==> src/rtl/pixel_writer_if.sv <==
// Pixel stream and frame-buffer write port bundle for pixel_writer.
// master drives the pixel stream and stall; slave is the writer itself.
interface pixel_writer_if;
  logic        i_valid;
  logic [9:0]  i_pixel_x;
  logic [9:0]  i_pixel_y;
  logic [23:0] i_color;
  logic        o_ready;
  logic        i_stall;
  logic        o_we;
  logic [18:0] o_addr;
  logic [23:0] o_data;
  logic        o_frame_done;
  logic [15:0] o_drop_count;

  modport master (
    output i_valid, i_pixel_x, i_pixel_y, i_color, i_stall,
    input  o_ready, o_we, o_addr, o_data, o_frame_done, o_drop_count
  );

  modport slave (
    input  i_valid, i_pixel_x, i_pixel_y, i_color, i_stall,
    output o_ready, o_we, o_addr, o_data, o_frame_done, o_drop_count
  );
endinterface

==> src/rtl/pixel_writer.sv <==
// Buffers raymarcher pixels in a small FIFO and issues frame-buffer writes in order.
// Optional PIXEL_WRITER_BOUNDS_CHECK_EN drops off-screen pixels and counts them.
module pixel_writer #(
  parameter int unsigned H_RES      = 640,
  parameter int unsigned V_RES      = 480,
  parameter int unsigned FIFO_DEPTH = 4
) (
  input logic            clk,
  input logic            reset,
  pixel_writer_if.slave  bus
);

  localparam int unsigned PtrW     = $clog2(FIFO_DEPTH);
  localparam logic [PtrW:0] FullCnt = (PtrW + 1)'(FIFO_DEPTH);
  localparam logic [18:0] LastAddr  = 19'(H_RES * V_RES - 1);

  typedef struct packed {
    logic [18:0] addr;
    logic [23:0] data;
  } entry_t;

  // Constant-coefficient shift-add; bits beyond 19 wrap away as required.
  function automatic logic [18:0] calc_addr(input logic [9:0] x, input logic [9:0] y);
    logic [18:0] acc;
    acc = {9'd0, x};
    for (int i = 0; i < 19; i++) begin
      if (H_RES[i]) acc = acc + ({9'd0, y} << i);
    end
    return acc;
  endfunction

  entry_t          mem_q [FIFO_DEPTH];
  logic [PtrW-1:0] wr_ptr_q, rd_ptr_q;
  logic [PtrW:0]   cnt_q, cnt_d;
  logic            we_q, frame_done_q;
  logic [18:0]     addr_q;
  logic [23:0]     data_q;
  logic            accept, push, pop;
  entry_t          head;

  assign bus.o_ready = (cnt_q != FullCnt) & ~reset;
  assign accept      = bus.i_valid & bus.o_ready;
  assign pop         = (cnt_q != '0) & ~bus.i_stall;
  assign head        = mem_q[rd_ptr_q];

`ifdef PIXEL_WRITER_BOUNDS_CHECK_EN
  logic        in_range;
  logic [15:0] drop_q;

  assign in_range = ({22'd0, bus.i_pixel_x} < H_RES) && ({22'd0, bus.i_pixel_y} < V_RES);
  assign push     = accept & in_range;

  always_ff @(posedge clk) begin
    if (reset) begin
      drop_q <= '0;
    end else if (accept && !in_range && drop_q != 16'hFFFF) begin
      drop_q <= drop_q + 16'd1;
    end
  end

  assign bus.o_drop_count = drop_q;
`else
  assign push             = accept;
  assign bus.o_drop_count = '0;
`endif

  always_comb begin
    cnt_d = cnt_q;
    if (push && !pop) begin
      cnt_d = cnt_q + (PtrW + 1)'(1);
    end else if (!push && pop) begin
      cnt_d = cnt_q - (PtrW + 1)'(1);
    end
  end

  always_ff @(posedge clk) begin
    if (push) begin
      mem_q[wr_ptr_q] <= '{addr: calc_addr(bus.i_pixel_x, bus.i_pixel_y), data: bus.i_color};
    end
  end

  always_ff @(posedge clk) begin
    if (reset) begin
      wr_ptr_q     <= '0;
      rd_ptr_q     <= '0;
      cnt_q        <= '0;
      we_q         <= 1'b0;
      addr_q       <= '0;
      data_q       <= '0;
      frame_done_q <= 1'b0;
    end else begin
      cnt_q <= cnt_d;
      we_q  <= pop;
      if (push) wr_ptr_q <= wr_ptr_q + PtrW'(1);
      if (pop) begin
        rd_ptr_q     <= rd_ptr_q + PtrW'(1);
        addr_q       <= head.addr;
        data_q       <= head.data;
        frame_done_q <= (head.addr == LastAddr);
      end else begin
        frame_done_q <= 1'b0;
      end
    end
  end

  assign bus.o_we         = we_q;
  assign bus.o_addr       = addr_q;
  assign bus.o_data       = data_q;
  assign bus.o_frame_done = frame_done_q;

endmodule

==> src/flat_wrapper.sv <==
// flat-port wrapper written by rule: the top's interface ports become plain ports
module pixel_writer_flat 
#(
  parameter int unsigned H_RES      = 640,
  parameter int unsigned V_RES      = 480,
  parameter int unsigned FIFO_DEPTH = 4
)
  (clk, reset, bus_i_valid, bus_i_pixel_x, bus_i_pixel_y, bus_i_color, bus_i_stall, bus_o_ready, bus_o_we, bus_o_addr, bus_o_data, bus_o_frame_done, bus_o_drop_count);
  pixel_writer_if bus_i ();
  input logic clk;
  input logic reset;
  input wire logic [$bits(bus_i.i_valid)-1:0] bus_i_valid;
  input wire logic [$bits(bus_i.i_pixel_x)-1:0] bus_i_pixel_x;
  input wire logic [$bits(bus_i.i_pixel_y)-1:0] bus_i_pixel_y;
  input wire logic [$bits(bus_i.i_color)-1:0] bus_i_color;
  input wire logic [$bits(bus_i.i_stall)-1:0] bus_i_stall;
  output wire logic [$bits(bus_i.o_ready)-1:0] bus_o_ready;
  output wire logic [$bits(bus_i.o_we)-1:0] bus_o_we;
  output wire logic [$bits(bus_i.o_addr)-1:0] bus_o_addr;
  output wire logic [$bits(bus_i.o_data)-1:0] bus_o_data;
  output wire logic [$bits(bus_i.o_frame_done)-1:0] bus_o_frame_done;
  output wire logic [$bits(bus_i.o_drop_count)-1:0] bus_o_drop_count;
  assign bus_i.i_valid = bus_i_valid;
  assign bus_i.i_pixel_x = bus_i_pixel_x;
  assign bus_i.i_pixel_y = bus_i_pixel_y;
  assign bus_i.i_color = bus_i_color;
  assign bus_i.i_stall = bus_i_stall;
  assign bus_o_ready = bus_i.o_ready;
  assign bus_o_we = bus_i.o_we;
  assign bus_o_addr = bus_i.o_addr;
  assign bus_o_data = bus_i.o_data;
  assign bus_o_frame_done = bus_i.o_frame_done;
  assign bus_o_drop_count = bus_i.o_drop_count;
  pixel_writer #(.H_RES(H_RES), .V_RES(V_RES), .FIFO_DEPTH(FIFO_DEPTH)) u_core (.clk(clk), .reset(reset), .bus(bus_i));
endmodule
==> config.mk <==
export PLATFORM = sky130hd
export DESIGN_NAME = pixel_writer_flat
export DESIGN_NICKNAME = d
export VERILOG_FILES = /design/src/rtl/pixel_writer_if.sv /design/src/rtl/pixel_writer.sv /design/src/flat_wrapper.sv
export SDC_FILE = /design/constraint.sdc
export NUM_CORES = 1
export LEC_CHECK = 0
export BUFFER_PORTS_ARGS = -buffer_cell sky130_fd_sc_hd__clkbuf_2
export CORE_MARGIN = 1.5
export CORE_UTILIZATION = 25
export DETAILED_ROUTE_END_ITERATION = 12
export GPL_TIMING_DRIVEN = 0
export HOLD_SLACK_MARGIN = 0.15
export PLACE_DENSITY = 0.52
export SYNTH_ARGS = -nofsm -noshare
export SYNTH_HDL_FRONTEND = slang
export SYNTH_SLANG_ARGS = --single-unit
==> constraint.sdc <==
create_clock -name clk -period 3.45 [get_ports clk]
set_clock_uncertainty 0.1 [all_clocks]
set_input_delay 0.69 -clock clk [delete_from_list [all_inputs] [get_ports clk]]
set_output_delay 0.69 -clock clk [all_outputs]
set_load 0.005 [all_outputs]
==> results of run 1 <==
[power groups by stage]
stage	registers (W)	logic [W]	clock network, W
after global routing	0.00342	0.00202	0.00271
after detailed placement	0.00345	0.00185	0
after global placement	0.00345	0.00181	0
after CTS	0.00339	0.00186	0.00262
final	0.00339	0.00180	0.00255
after floorplan	0.00344	0.00119	0
[cell families (layout without fill, tap and decap cells)]
family / after synthesis / in the layout / share of synthesized area
xor gates and xnor gates: 20 / 20 / 0.0196
adders and majority gates: 21 / 21 / 0.0320
AOI/OAI and AO/OA: 64 / 64 / 0.0397
muxes: 45 / 45 / 0.111
other: 1 / 16 / 0.000420
and+or+nand+nor: 131 / 131 / 0.0646
DFF: 226 / 226 / 0.700
buffers and inverters: 51 / 192 / 0.0327
[layer usage]
metal | GRT usage | part of all wire | vias to the layer above
met5 | 0 | 0.0011 | -
met4 | 0.0316 | 0.019 | 4
met3 | 0.0320 | 0.070 | 30
met2 | 0.192 | 0.48 | 115
met1 | 0.135 | 0.43 | 2407
li1 | - | - | 2346
[worst max-delay path, stage by stage]
cell	delay, ns
clkbuf_2	0.10
ha_1	0.22
fa_1	0.40
a21o_1	0.20
nor2b_1	0.15
nand2_1	0.08
xnor2_1	0.14
ha_1	0.29
and3_1	0.19
a32o_1	0.24
o22ai_2	0.20
o21ai_0	0.15
xor2_2	0.19
buf_4	0.17
[registers in the layout, summed over array words and instances (netlist names), named ones only]
name                     flops
u_core.mem_q               172
u_core.cnt_q                 3
u_core.rd_ptr_q              2
u_core.bus.o_data           24
u_core.wr_ptr_q              2
u_core.bus.o_addr           19
u_core.bus.o_frame_done      1
u_core.bus.o_we              1
[through the flow]
| stage | std cells | power (W) |
|---|---|---|
| 6_report | 1176 | 0.00773 |
| 5_1_grt | 1176 | 0.00815 |
| 4_1_cts | 1175 | 0.00787 |
| 3_5_place_dp | 1131 | 0.00530 |
| 3_3_place_gp | 1127 | 0.00526 |
| 2_1_floorplan | 574 | 0.00463 |
[repair_timing]
item / in CTS / in global routing
gates resized for setup: 1 / 1
buffers inserted: 0 / 1
hold buffers: 0 / 0
setup endpoints to repair: 4 / 4
gates cloned: 0 / 0
pin swaps: 0 / 1
[synth_stat cells (2+ instances only)]
library cell  count
dfxtp_1          54
edfxtp_1        172
xor2_1            7
a21o_1            3
and3_1            6
buf_4            18
o21ai_0           4
xnor2_1          13
mux2i_1           2
buf_2             8
clkbuf_1         11
inv_1             9
buf_6             3
mux4_2           42
nor2b_1           3
a21oi_1          49
ha_1             18
nand3_1           2
nand2_1          93
nor2_1           12
fa_1              3
o21a_1            2
nand4_1           5
[cell type report]
type / instances / share of cell area
inverters: 10 / 0.00344
multi-input cells: 297 / 0.226
clock buffers: 29 / 0.0587
well taps: 461 / 0.0528
clock inverters: 15 / 0.0132
repair buffers: 97 / 0.0509
flip-flops and latches: 226 / 0.572
plain buffers: 41 / 0.0233
[how the worst min path moves through the flow]
stage               slack, ns             startpoint                    end
finish                   0.30        bus_i_color[21]    u_core.mem_q[2][21]
global route             0.29        bus_i_color[12]    u_core.mem_q[2][12]
CTS                      0.28        bus_i_color[12]    u_core.mem_q[2][12]
detailed placement       0.35  u_core.bus.o_data[19]  u_core.bus.o_data[19]
global placement         0.34   u_core.bus.o_addr[6]   u_core.bus.o_addr[6]
floorplan                0.35   u_core.bus.o_addr[0]   u_core.bus.o_addr[0]
==> results.toml, run 1 <==
[run_status]
status = "completed"

[finish]
drive_above_1_share = 0.297
n_antenna_cell = 0
final_util = 0.308
final_area_mm2 = 0.0109
layout_commonest_cell = "edfxtp_1"
register_area_mm2 = 0.00625
final_cell_mix = "edfxtp_1 (172), nand2_1 (93), clkbuf_2 (92)"
area_growth_pct = 22.3
multi_input_area_mm2 = 0.00246
fillers = 3545
nets = 766

[pwr]
p_clk_frac = 0.329
total_leakage_power_nw = 3.85
ir_drop_uv = 285
switchingPower_w = 0.00214
p_int_w = 0.00559
power_frac_seq = 0.438
power_density_mw_per_mm2 = 708
switching_share = 0.277
p_comb_frac = 0.232

[setup_path]
r2r_setup_slack_ns = 0.67
crit_required_ns = 3.60
start_kind = "primary input"
rr_worst_depth = 10
crit_start = "bus_i_pixel_y[0]"
path_class = "in2reg"
rr_endpoint = "u_core.cnt_q[2]"
end_kind = "flip-flop"
crit_path_end = "u_core.mem_q[3][42]"
critPathMaxFanout = 4
worstPathArrival_ns = 3.44
r2r-start = "u_core.cnt_q[0]"

[synth]
synth_top_area_cell = "edfxtp_1"
synth_seq_cells = 226
synth_top_area_share = 0.579
syn_avg_cell_area_um2 = 16.0
synthesis.area_mm2 = 0.00892
synth_flop_cell = "edfxtp_1"
synth_edf_count = 172
synthCells = 559
yosysWarnings = 0
synth.area.top_cells = "edfxtp_1 (58%), dfxtp_1 (12%), mux4_2 (11%), nand2_1 (3.9%), a21oi_1 (2.7%)"
async_flop_share = 0
synthDistinctLibCells = 43
ys_seq_area_frac = 0.700

[die]
rows = 69
dieArea_mm2 = 0.0368
boundaryPins = 110
chipHeight_um = 192
core_mm2 = 0.0354
initial_core_util = 0.252
fp.dieW_um = 192

[drt]
first_iter_violations = 291
post_drt_wl_per_cell_um = 17.1
drtAntennaViolNets = 0
drt-total-wl_um = 20200
dr.pass1.iters = 4
drc = 0
vias = 4902
vias_per_cell = 4.17

[grt]
grt_pass1_wl_um = 30700
overflow = 0
grt_max_degree = 29
first_global_vias = 5109
track_usage = 0.111
grt_antenna_before_repair = 2

[worst_hold_path]
hold_path_class = "in2reg"
min_delay_path_depth = 1

[clock_tree]
numClockSinks = 226
clockRootBuffer = "clkbuf_16"
cts.clk_slew.worst_paths_ns = 0.06
cts_htree_levels = 1
cts_tree = "yes"
cts_buffer_depth = 3
numCtsBuffers = 24
clock_latency_ns = 0.51

[sta]
fin_hold_ws_ns = 0.298
layout_min_cycle_time_ns = 3.28
setup_ws_ns = 0.166
setup_tns_ns = 0
fmax_mhz = 305
rsz0062_at_grt = "false"
tightestPinTransition_ns = 0.820
slew_headroom = 0.453
slew_viol_final = 0
hold_violations = 0
fin_crit_sh = 0.952
setup_viol = 0

[placement]
portBuffers = 92
placed_cell_area_mm2 = 0.0101
pre_cts_slack_ns = -0.550
dp_hpwl_um = 13700
place.gp.congestion = 0.688

[run]
maxCapViolations = 0
(Power assumes the default switching activity.)
==> run 2, diff against run 1 <==
- CORE_MARGIN: 1.5 -> unset
==> results.toml, run 2 (synthesized netlist as in run 1, its figures left out) <==
[setup_path]
cpMostUsedCell = "ha_1"
rr_worst_depth = 10
end_kind = "flip-flop"
path_class = "in2reg"
critPathMaxFanout = 4
worstPathArrival_ns = 3.44
crit_required_ns = 3.65
path_cells = "clkbuf_2 > ha_1 > fa_1 > a21o_1 > nor2b_1 > nand2_1 > xnor2_1 > ha_1 > and3_1 > a32o_1 > o22ai_1 > o21ai_0 > xor2_2"
rr_endpoint = "u_core.cnt_q[2]"
start_kind = "primary input"
crit_path_max_incr_delay_ns = 0.40
r2r_setup_slack_ns = 0.72
r2r-start = "u_core.cnt_q[0]"
crit_slowest_cell = "fa_1"

[sta]
fin_crit_sh = 0.942
rsz0062_at_grt = "false"
hold_violations = 0
layout_min_cycle_time_ns = 3.25
fmax_mhz = 308
slew_viol_final = 0
tightestPinTransition_ns = 0.698
slew_headroom = 0.535
setup_viol = 0

[finish]
register_area_mm2 = 0.00625
layout_commonest_cell = "edfxtp_1"
nets = 766
top_register = "u_core.mem_q"
fillers = 3467
area_growth_pct = 22.9
n_antenna_cell = 0
drive_above_1_share = 0.299
multi_input_area_mm2 = 0.00246
final_util = 0.315
final_cell_mix = "edfxtp_1 (172), nand2_1 (93), clkbuf_2 (93)"
largest_reg_flops = 172

[pwr]
ir_drop_uv = 283
finalPower_w = 0.00797
power_density_mw_per_mm2 = 727
total_leakage_power_nw = 3.88

[placement]
dp_hpwl_um = 13800
portBuffers = 92
place.gp.congestion = 0.693

[clock_tree]
cts_buffer_depth = 3
clock_latency_ns = 0.51
numClockSinks = 226
cts_htree_levels = 1
postCtsHoldBufs = 0
cts.clk_slew.worst_paths_ns = 0.06
clockRootBuffer = "clkbuf_16"
cts_tree = "yes"
numCtsBuffers = 25
cts_setup_buffers = 0

[drt]
vias = 4881
vias_per_cell = 4.17
first_iter_violations = 240
drc = 0
drtAntennaViolNets = 0
dr.pass1.iters = 4
drt-total-wl_um = 20400
post_drt_wl_per_cell_um = 17.4

[die]
boundaryPins = 110
rows = 68
fp.dieW_um = 191
chipHeight_um = 191
core_mm2 = 0.0348
initial_core_util = 0.256
dieArea_mm2 = 0.0365

[grt]
grt_antenna_before_repair = 0
grt_max_degree = 29
overflow = 0
grt_pass1_wl_um = 30700
first_global_vias = 5044
track_usage = 0.113

[run]
maxCapViolations = 0

[worst_hold_path]
min_delay_path_depth = 1
hold_start = "bus_i_color[21]"
hold_path_class = "in2reg"
whs_endpoint = "u_core.mem_q[0][21]"

[run_status]
status = "completed"
## run 2: cell count changes in the layout (fill, tap and decap cells not counted), moves of 2 or more
cell	change
clkbuf_8	+5
clkinv_1	-5
clkbuf_1	+2
clkinv_2	-3
## run 2: final cells by class
cell class              count  share of cell area
plain buffers              41              0.0231
clock buffers              37              0.0658
clock inverters             8              0.0133
inverters                  10             0.00342
multi-input cells         297               0.224
flip-flops and latches    226               0.569
well taps                 455              0.0519
repair buffers             96              0.0493
## run 2: power breakdown
group / internal, W / switching, W
Sequential: 0.00326 / 0.000120
Combinational: 0.000781 / 0.00102
Clock: 0.00175 / 0.00104
Total: 0.00579 / 0.00218
## run 2: worst max-delay path by stage
| stage | cells after the start | endpoint | startpoint | slack [ns] |
|---|---|---|---|---|
| final | 13 | u_core.mem_q[2][42] | bus_i_pixel_y[0] | 0.20 |
| after global routing | 12 | u_core.mem_q[2][42] | bus_i_pixel_y[0] | 0.03 |
| after CTS | 12 | u_core.mem_q[2][42] | bus_i_pixel_y[0] | 0.16 |
| after detailed placement | 13 | u_core.mem_q[2][42] | bus_i_pixel_y[0] | -0.54 |
| after global placement | 3 | u_core.mem_q[1][16] | reset | -0.68 |
| after floorplan | 11 | u_core.mem_q[0][42] | bus_i_pixel_y[0] | 0.1 |
## run 2: metal layers
layer,GRT usage,vias up,part of all wire
met4,0.0274,0,0.017
li1,-,2345,-
met2,0.191,102,0.48
met5,0,-,0
met1,0.141,2405,0.43
met3,0.0319,29,0.068
## run 2: stage by stage
step	setup WS, ns	setup TNS [ns]	hold slack, ns	cells	cell area (um2)
after floorplan	0.0964	0	0.353	574	8980
after global placement	-0.679	-115.86	0.344	1121	10000
after detailed placement	-0.541	-4.15	0.347	1125	10100
after CTS	0.156	0	0.265	1170	11000
after global routing	0.0330	0	0.274	1170	11000
final	0.202	0	0.292	1170	11000
## run 2: critical path, delay by kind of cell
| kind | cells | cell delay, ns |
|---|---|---|
| AO/OA/AOI/OAI | 4 | 0.85 |
| XOR/XNOR | 2 | 0.46 |
| adder cells (fa/ha/maj) | 3 | 0.91 |
| buffers and inverters | 1 | 0.10 |
| AND/OR/NAND/NOR | 3 | 0.42 |
## run 2: what timing repair did
| action | in CTS | in global routing |
|---|---|---|
| endpoints found under the hold margin | 0 | 0 |
| gates resized for setup | 1 | 0 |
| endpoints found under the setup margin | 4 | 0 |
